<file path="src/rtl/bcd_counter.sv">
// rtl/bcd_counter.sv - packed-BCD score counter with count enable and wrap carry
//
// Purpose: free-running DIGITS-digit decimal up-counter held as packed BCD.
//   Each enabled clock adds one. Digit 0 always steps; digit k steps when
//   every lower digit is at (or above) 9. q comes straight from the digit
//   registers so the display can read it digit by digit.
//
// Ports:
//   clk    in   1           rising-edge clock
//   clr    in   1           asynchronous active-high clear of q and carry
//   en     in   1           count enable, sampled on rising clk
//   q      out  4*DIGITS    packed BCD count, digit k in q[4k+3:4k]
//   carry  out  1           registered one-cycle pulse on wrap to zero
//
// Configuration: define BCD_COUNTER_SATURATE_EN to saturate at all-9s
//   instead of wrapping; carry then pulses once on arrival at all-9s.
module bcd_counter #(
  parameter int DIGITS = 8
) (
  input  logic                clk,
  input  logic                clr,
  input  logic                en,
  output logic [4*DIGITS-1:0] q,
  output logic                carry
);

  logic [4*DIGITS-1:0] q_inc;
  logic                run;   // digit-step enable walking up the chain
  logic                wrap;  // every digit >= 9: increment rolls over
`ifdef BCD_COUNTER_SATURATE_EN
  logic                next_all_nines;
`endif

  // Increment as an enable chain rather than an adder: a digit at 9 or an
  // illegal code above 9 rolls to 0 and lets the next digit step.
  always_comb begin
    q_inc = q;
    run   = 1'b1;
`ifdef BCD_COUNTER_SATURATE_EN
    next_all_nines = 1'b1;
`endif
    for (int k = 0; k < DIGITS; k++) begin
      if (run) begin
        if (q[4*k +: 4] >= 4'd9) q_inc[4*k +: 4] = 4'd0;
        else                     q_inc[4*k +: 4] = q[4*k +: 4] + 4'd1;
      end
      run = run && (q[4*k +: 4] >= 4'd9);
`ifdef BCD_COUNTER_SATURATE_EN
      next_all_nines = next_all_nines && (q_inc[4*k +: 4] == 4'd9);
`endif
    end
    wrap = run;
  end

  always_ff @(posedge clk or posedge clr) begin
    if (clr) begin
      q     <= '0;
      carry <= 1'b0;
    end else if (en) begin
`ifdef BCD_COUNTER_SATURATE_EN
      // Hold at all-9s; carry marks only the edge that arrives there.
      if (!wrap) begin
        q     <= q_inc;
        carry <= next_all_nines;
      end else begin
        carry <= 1'b0;
      end
`else
      q     <= q_inc;
      carry <= wrap;
`endif
    end else begin
      carry <= 1'b0;
    end
  end

endmodule

</file>
<file path="config.mk">
export PLATFORM = sky130hd
export DESIGN_NAME = bcd_counter
export DESIGN_NICKNAME = d
export VERILOG_FILES = /design/src/rtl/bcd_counter.sv
export SDC_FILE = /design/constraint.sdc
export NUM_CORES = 1
export LEC_CHECK = 0
export BUFFER_PORTS_ARGS = -buffer_cell sky130_fd_sc_hd__clkbuf_2
export CORE_ASPECT_RATIO = 0.9
export CORE_MARGIN = 2
export CORE_UTILIZATION = 58
export DETAILED_ROUTE_END_ITERATION = 7
export PLACE_DENSITY = 0.83
export SETUP_SLACK_MARGIN = 0.02
export SLEW_MARGIN = 20
export SYNTH_ARGS = -nofsm -noshare
export SYNTH_HDL_FRONTEND = slang
export SYNTH_SLANG_ARGS = --single-unit
</file>
<file path="constraint.sdc">
create_clock -name clk -period 6.4 [get_ports clk]
set_clock_uncertainty 0.05 [all_clocks]
set_input_delay 0.32 -clock clk [delete_from_list [all_inputs] [get_ports clk]]
set_output_delay 0.32 -clock clk [all_outputs]
set_load 0.05 [all_outputs]
</file>
# Word-level counts from Yosys, hierarchy flattened
# Cells that the tools add are included.
[totals] memories=0 inputBits=3 latchBits=0 rom_bits=0 output_inout_bits=33 ff_bits=33 word_cells=48 ram_bits=0
[op_classes] bitwise=0 n_eq_ne=0 div=0 mul=0 reduce_logical=14 n_addsub=8 muxes=9 order_cmp=8 n_shift=0
[ops] operator="$add A4 B1 Y4 const B" n=8
[ops] operator="$ge A4 B4 Y1 const B" n=8
[ops] operator="$mux W4" n=8
[ops] operator="$reduce_and A2 Y1" n=7
[ops] operator="$logic_and A1 B1 Y1" n=7
[ops] operator="$mux W1" n=1

# Depth between registers and ports, before layout
# Gate-level depths: netlist of the first run.
[depth] depth_word=9 depth_mapped=9 depth_no_buf=7

# Worst setup path after synthesis of the first run
# Ideal clock, no wire load.
[synth_timing] kind="register to register" start="register q[8]" end="register q[22]" n_path_buf=2 synth_period_minus_slack_ns=2.689 path_stages_with_launch=10 arrival_time_ns=2.518 setup_time_ns=0.121 t_required_ns=6.229 path_slack_ns=3.711 cell_sequence="dfrtp_1 -> inv_1 -> ha_1 -> nor3b_1 -> or4_4 -> buf_6 -> nor4_4 -> buf_4 -> o21ai_1 -> a22o_1"
[synth_between] elab_chain_len=5
[synth_lines] element="start: declaration" line_no="23" rtl="output logic [4*DIGITS-1:0] q,"
[synth_lines] element="start signal: assignment" line_no="69" rtl="q <= q_inc;"
[synth_lines] element="$ge A4 B4 Y1" line_no="47" rtl="run = run && (q[4*k +: 4] >= 4'd9);"
[synth_lines] element="$logic_and A1 B1 Y1 (3 in series)" line_no="47"
[synth_lines] element="$reduce_and A2 Y1 (no line)"
# No other way between the ends.
# A chain may end at the register's enable or synchronous reset.

# Worst setup path in the final report of the first run
[layout_timing] start="register q[8]" end="register q[30]"
[layout_between] elab_chain_len=7
[layout_lines] element="$ge A4 B4 Y1" line_no="47"
[layout_lines] element="$logic_and A1 B1 Y1 (5 in series)" line_no="47"
[layout_lines] element="$reduce_and A2 Y1 (no line)"
# No other way between the ends.

==> impl_results.md, run 1 <==
* Num CTS Buffers at 5
* Layout cells sized above 1 at 0.221
* ANT nets after route at 0
* Synthesized Nets at 220
* Setup Viol. Count Final at 0
* I/O Buffers at 35
* Worst EP required at 6.55 ns
* Latest clock arrival within the worst-skew pair at 0.28 ns
* Max clock buf depth at 2
* Fin crit period at 2.52 ns
* Status: finished clean
* Placer Congestion at 0.726
* Final net count at 261
* EDFF count, synth at 0
* # hold bufs at CTS at 0
* DR vias at 1495
* RSZ-0062 raised after global routing: false
* Commonest non-fill, non-tap cell in the layout: clkbuf_2
* Power Dens Cells at 317 nW/um2
* Synthesis-stage register bit count at 33
* Die area at 3810 um2
* Max_cap viols at 0
* # resized after CTS at 0
* N_diodes at 0
* Grt ovf at 0
* Largest stage delay on the critical path at 0.56 ns
* Placed cell count at 269
* FFs w/ async S/R, synth at 1.00
* Die height at 58.8 um
* CP Cell Sequence: inv_1 > ha_1 > nor3b_1 > or4_4 > nor4_4 > nand2_1 > o2bb2ai_1
* First-pass GRT wire length at 6040 um
* Vias in the first global route at 1343
* Largest net degree at the start of global routing at 34
* Critical path's slowest cell: nor4_4
* Critical Path Start: q[8]$_DFFE_PP0P_
* Vias per cell at 5.40
* Ys flop type: dfrtp_1
* Post-synthesis cell count at 193
* H-tree Lvls at 2
* Wire per inst at 12.9 um
* Initial core utilization at 0.621
* Fmax at 0.397 GHz
* Clock sinks at 33
* Worst Hold Class: input pin to async pin
* YS warnings at 0
* Core ar. at 3110 um2
* Peak VDD IR at 0.313 mV
* Root Driver: clkbuf_8
* Pleak at 1.15 nW
* Total Neg Setup Slack at 0 ns
* Startpoint type of the worst setup path: register
* Total GRT Usage at 0.213
* Total power at 708 uW
* Remaining DRCs at 0
* CTS tree: yes
* Synth unique cells at 35
* Relative slew slack at 0.546
* HPWL Detailed at 2680 um
* Io pins at 36
* Actual slew at the worst max-slew pin at 0.675 ns
* Clock-pin slew on the worst setup and hold paths at 0.06 ns
* DR iter-0 viols at 109
* Mean Syn Cell Area at 10.0 um2
* # rows at 19
* Sequential area share after synthesis at 0.427
* Crit end category: register
* Crit Reg-Reg Startpoint: q[8]$_DFFE_PP0P_
* Setup bufs post-CTS at 0
* Most frequent cells in the layout: clkbuf_2, dfrtp_1, ha_1, inv_1, nand2_1
* Final hold vios at 0
* Number of antenna violations at the first check in global routing at 0
* DRT Wirelength at 3570 um
* Share of the cycle needed by the critical path after routing at 0.393
* Die outline width at 64.9 um
* Non-filler cells, final at 277
* CP Max Fanout at 11
* Pins Over Slew Limit at 0
* Post-Synthesis Cell Area at 1930 um2
* CP arrival at 2.67 ns
* Layout overhead on the synthesized area at 15.5%
* Critical path class: register to register
* Drt pass-1 iters at 4
## state kept, by name, indices dropped and copies added, names as in the netlist
signal / flops
q: 32
carry: 1
## stage by stage
stage	utilization	cell area (um2)	setup WS (ns)	hold WS (ns)
global placement	0.691	2150	3.97	0.364
detailed placement	0.691	2150	3.89	0.365
CTS	0.717	2230	3.89	0.0542
finish	0.717	2230	3.88	0.0506
floorplan	-	1930	3.71	0.399
global route	0.717	2230	3.68	0.0904
## worst max-delay path: cells and delay by family, from the launching register on
kind / cells / cell delay, ns
compound gates: 1 / 0.20
fa+ha+maj: 1 / 0.19
buf+inv: 1 / 0.09
flops: 1 / 0.41
simple gates: 4 / 1.48
## path summary, 6_finish.rpt
kind	cells past startpoint	end	slack, ns
max	7	q[30]$_DFFE_PP0P_	3.88
min	3	q[23]$_DFFE_PP0P_	0.05
max reg2reg	7	q[30]$_DFFE_PP0P_	3.88
min reg2reg	1	q[3]$_DFFE_PP0P_	0.48
max in group asynchronous	3	q[1]$_DFFE_PP0P_	5.96
min in group clk	2	q[0]$_DFFE_PP0P_	0.29
## where the power goes
part	switching, mW	leakage (nW)	internal [mW]
Combinational	0.205	0.715	0.0737
Sequential	0.0403	0.394	0.242
Clock	0.0698	0.0395	0.0771
Total	0.315	1.15	0.393
## cells by family (layout without fill, tap and decap cells)
family,count (synthesis),after routing,share of synthesized area
multiplexers,5,5,0.0265
AND/OR/NAND/NOR,68,68,0.207
adder cells (fa/ha/maj),24,24,0.155
XOR/XNOR,2,2,0.00906
flip-flops,33,33,0.427
buffers and inverters,25,67,0.0550
AO/OA/AOI/OAI,36,36,0.120
## final cells by class
cell class	instances	area (um2)
multi-input cells	135	1000
inverters	22	82.6
repair buffers	37	190
well taps	42	52.6
fillers	242	882
flip-flops and latches	33	826
clock buffers	8	80.1
## layer usage
layer	vias to the layer above	share of wire	GRT usage
met4	0	0.015	0.0790
met5	-	0	0
li1	744	-	-
met1	708	0.45	0.266
met3	7	0.052	0.0765
met2	36	0.48	0.345
## Yosys cell counts, drive strengths merged (4+ instances only)
cell type	n	area share
and2	5	0.016
nor2	15	0.029
ha	24	0.16
inv	22	0.043
o21ai	18	0.047
a41oi	5	0.023
dfrtp	33	0.43
nand3	5	0.013
nand2	19	0.037
mux2i	4	0.021
(Power assumes the default switching activity.)
==> inputs of run 2 (changes only) <==
Settings changed: CORE_UTILIZATION 58 to 55, PLACE_DENSITY 0.83 to 0.79.
Clock period 6.4 ns to 2.36 ns, I/O delays scaled along.
==> run 2 against run 1 <==
Global-route usage rose by 0.69 points. Register-to-register slack lost 3.7 ns. Design area increased by 5.5%. Worst setup slack got worse by 3.7 ns. Die area rose by 5.1%. Sequential cell count stayed put. First-iteration DRC count down 20%. Non-clock buffer count up 9. Via count up 4.1%. Fmax up 13%. Clock power grew to 3.2 times the previous value.
==> impl_results.md, run 2 (synthesized netlist as in run 1, its figures left out) <==
* Status: finished clean
* Placer Congestion at 0.779 (+7.4%)
* Critical path's top delay family: simple AND/OR/NAND/NOR gates
* CP Buf/Inv Count at 2 (+1)
* Critical path's slowest cell: or4_4
* Critical path class: register to register
* Power Dens Cells at 886 nW/um2 (+180%)
* Crit Reg-Reg Startpoint: q[9]$_DFFE_PP0P_
* Largest stage delay on the critical path at 0.57 ns (about the same)
* ANT nets after route at 0 (unchanged)
* Non-filler cells, final at 288 (+4.0%)
* Final net count at 270 (+3.4%)
* Vias per cell at 5.41 (+0.17%)
* WHS at 0.0874 ns (+0.0369 ns)
* Layout cells sized above 1 at 0.303 (+0.0820)
* Initial core utilization at 0.572 (-0.0485)
* Top Registers: q (32), carry (1)
* DR vias at 1557 (+4.1%)
* HPWL Detailed at 2930 um (+9.3%)
* Wire per inst at 14.0 um (+8.5%)
* Peak VDD IR at 0.666 mV (+110%)
* Hold_sp: en
* First-pass GRT wire length at 6450 um (+6.9%)
* Num CTS Buffers at 5 (unchanged)
* Final hold vios at 0 (unchanged)
* Crit end category: register
* Io pins at 36 (unchanged)
* Commonest non-fill, non-tap cell in the layout: clkbuf_2
* Max_cap viols at 0 (unchanged)
* Largest reg by FF count: q
* Setup Viol. Count Final at 0 (unchanged)
* Drt pass-1 iters at 4 (unchanged)
* Die height at 60.2 um (+2.5%)
* DRT Wirelength at 4030 um (+13%)
* N_diodes at 0 (unchanged)
* Die area at 4010 um2 (+5.1%)
* Latest clock arrival within the worst-skew pair at 0.29 ns (about the same)
* Max clock buf depth at 2 (unchanged)
* Placed cell count at 275 (+2.2%)
* CP Max Fanout at 6 (-5)
* Relative slew slack at 0.564 (+0.0178)
* Fmax at 0.450 GHz (+13%)
* Critical Path Start: q[9]$_DFFE_PP0P_
* Max FFs per register at 32 (unchanged)
* Pleak at 1.22 nW (+5.9%)
* # rows at 20 (+1)
* Vias in the first global route at 1402 (+4.4%)
* Die outline width at 66.5 um (+2.5%)
* I/O Buffers at 35 (unchanged)
* Root Driver: clkbuf_8
* Worst Hold Class: input pin to register
* Number of antenna violations at the first check in global routing at 0 (unchanged)
* Remaining DRCs at 0 (unchanged)
* CP arrival at 2.39 ns (-0.28 ns)
* RSZ-0062 raised after global routing: true
* Clock-pin slew on the worst setup and hold paths at 0.07 ns (about the same)
* Total GRT Usage at 0.220 (+0.00688)
* Share of the cycle needed by the critical path after routing at 0.942 (+0.549)
* CTS tree: yes
* Most frequent cells in the layout: clkbuf_2, dfrtp_1, ha_1, inv_1, nand2_1
* Startpoint type of the worst setup path: register
* Worst EP required at 2.53 ns (-4.02 ns)
* Largest net degree at the start of global routing at 18 (-47%)
* Fin crit period at 2.22 ns (-0.294 ns)
* Core ar. at 3380 um2 (+8.5%)
* DR iter-0 viols at 87 (-20%)
* Pins Over Slew Limit at 0 (unchanged)
* Clock sinks at 33 (unchanged)
* Grt ovf at 0 (unchanged)
* Actual slew at the worst max-slew pin at 0.653 ns (-0.0214 ns)
* H-tree Lvls at 2 (unchanged)
* CP Cell Sequence: inv_2 > ha_2 > nor3b_1 > or4_4 > nor4_4 > buf_4 > a41oi_1 > nor2_1
* Layout overhead on the synthesized area at 21.9%
-- run 2: cell count changes in the layout (fill, tap and decap cells not counted), sizes merged --
cell         previous run  this run
clkinv                  0         1
clkbuf                 43        42
buf                     2        10
dlygate4sd3             0         1
-- run 2: path summary, 6_finish.rpt --
check / endpoint / slack (ns) / depth (start not counted)
hold / removal: q[1]$_DFFE_PP0P_ / 0.09 / 2
setup / recovery: q[23]$_DFFE_PP0P_ / 0.14 / 8
hold reg to reg: q[2]$_DFFE_PP0P_ / 0.49 / 1
setup reg to reg: q[23]$_DFFE_PP0P_ / 0.14 / 8
min in group asynchronous: q[3]$_DFFE_PP0P_ / 0.39 / 3
max in group asynchronous: q[15]$_DFFE_PP0P_ / 1.18 / 4
-- run 2: timing repair --
action | 4_1_cts | 5_1_grt
hold buffers | 1 | 0
endpoints found under the hold margin | 16 | 0
setup buffers | 0 | 4
setup endpoints to repair | 0 | 14
gates resized for setup | 0 | 3
-- run 2: per-layer routing --
layer | vias up | share of wire | global-route usage
met4 | 0 | 0.017 | 0.0845
met5 | - | 0 | 0
met2 | 39 | 0.49 | 0.344
li1 | 762 | - | -
met1 | 749 | 0.46 | 0.283
met3 | 7 | 0.041 | 0.0753
-- run 2: metrics by stage --
step / worst slack (ns) / TNS, ns / cell area [um2] / power (mW) / utilization
4_1_cts: 0.105 / 0 / 2310 / 2.05 / 0.685
2_1_floorplan: -0.0154 / -0.0290 / 1950 / 1.37 / -
3_3_place_gp: 0.162 / 0 / 2200 / 1.54 / 0.652
3_5_place_dp: 0.113 / 0 / 2200 / 1.57 / 0.652
5_1_grt: -0.0139 / -0.0139 / 2360 / 2.20 / 0.697
6_report: 0.137 / 0 / 2360 / 2.09 / 0.697
-- run 2: where the power goes --
group	total [mW]	internal, mW	switching, mW	leakage [nW]
sequential	0.761	0.665	0.0963	0.388
combinational	0.854	0.245	0.609	0.774
clock	0.471	0.263	0.208	0.0542
total	2.09	1.17	0.913	1.22
-- run 2: layout make-up --
cell class,instances,area (um2)
tap,44,55.1
inverter,22,82.6
multi-input combinational,135,1020
sequential,33,832
timing repair buffer,46,260
fill,263,1020
clock inverter,1,5.00
clock buffer,7,96.3
-- run 2: worst reg2reg max path, delay by kind of cell, from the launching register on --
| family | cells | cell delay, ns |
|---|---|---|
| fa+ha+maj | 1 | 0.17 |
| buf+inv | 2 | 0.27 |
| simple gates | 4 | 1.16 |
| flops | 1 | 0.39 |
| compound gates | 1 | 0.11 |
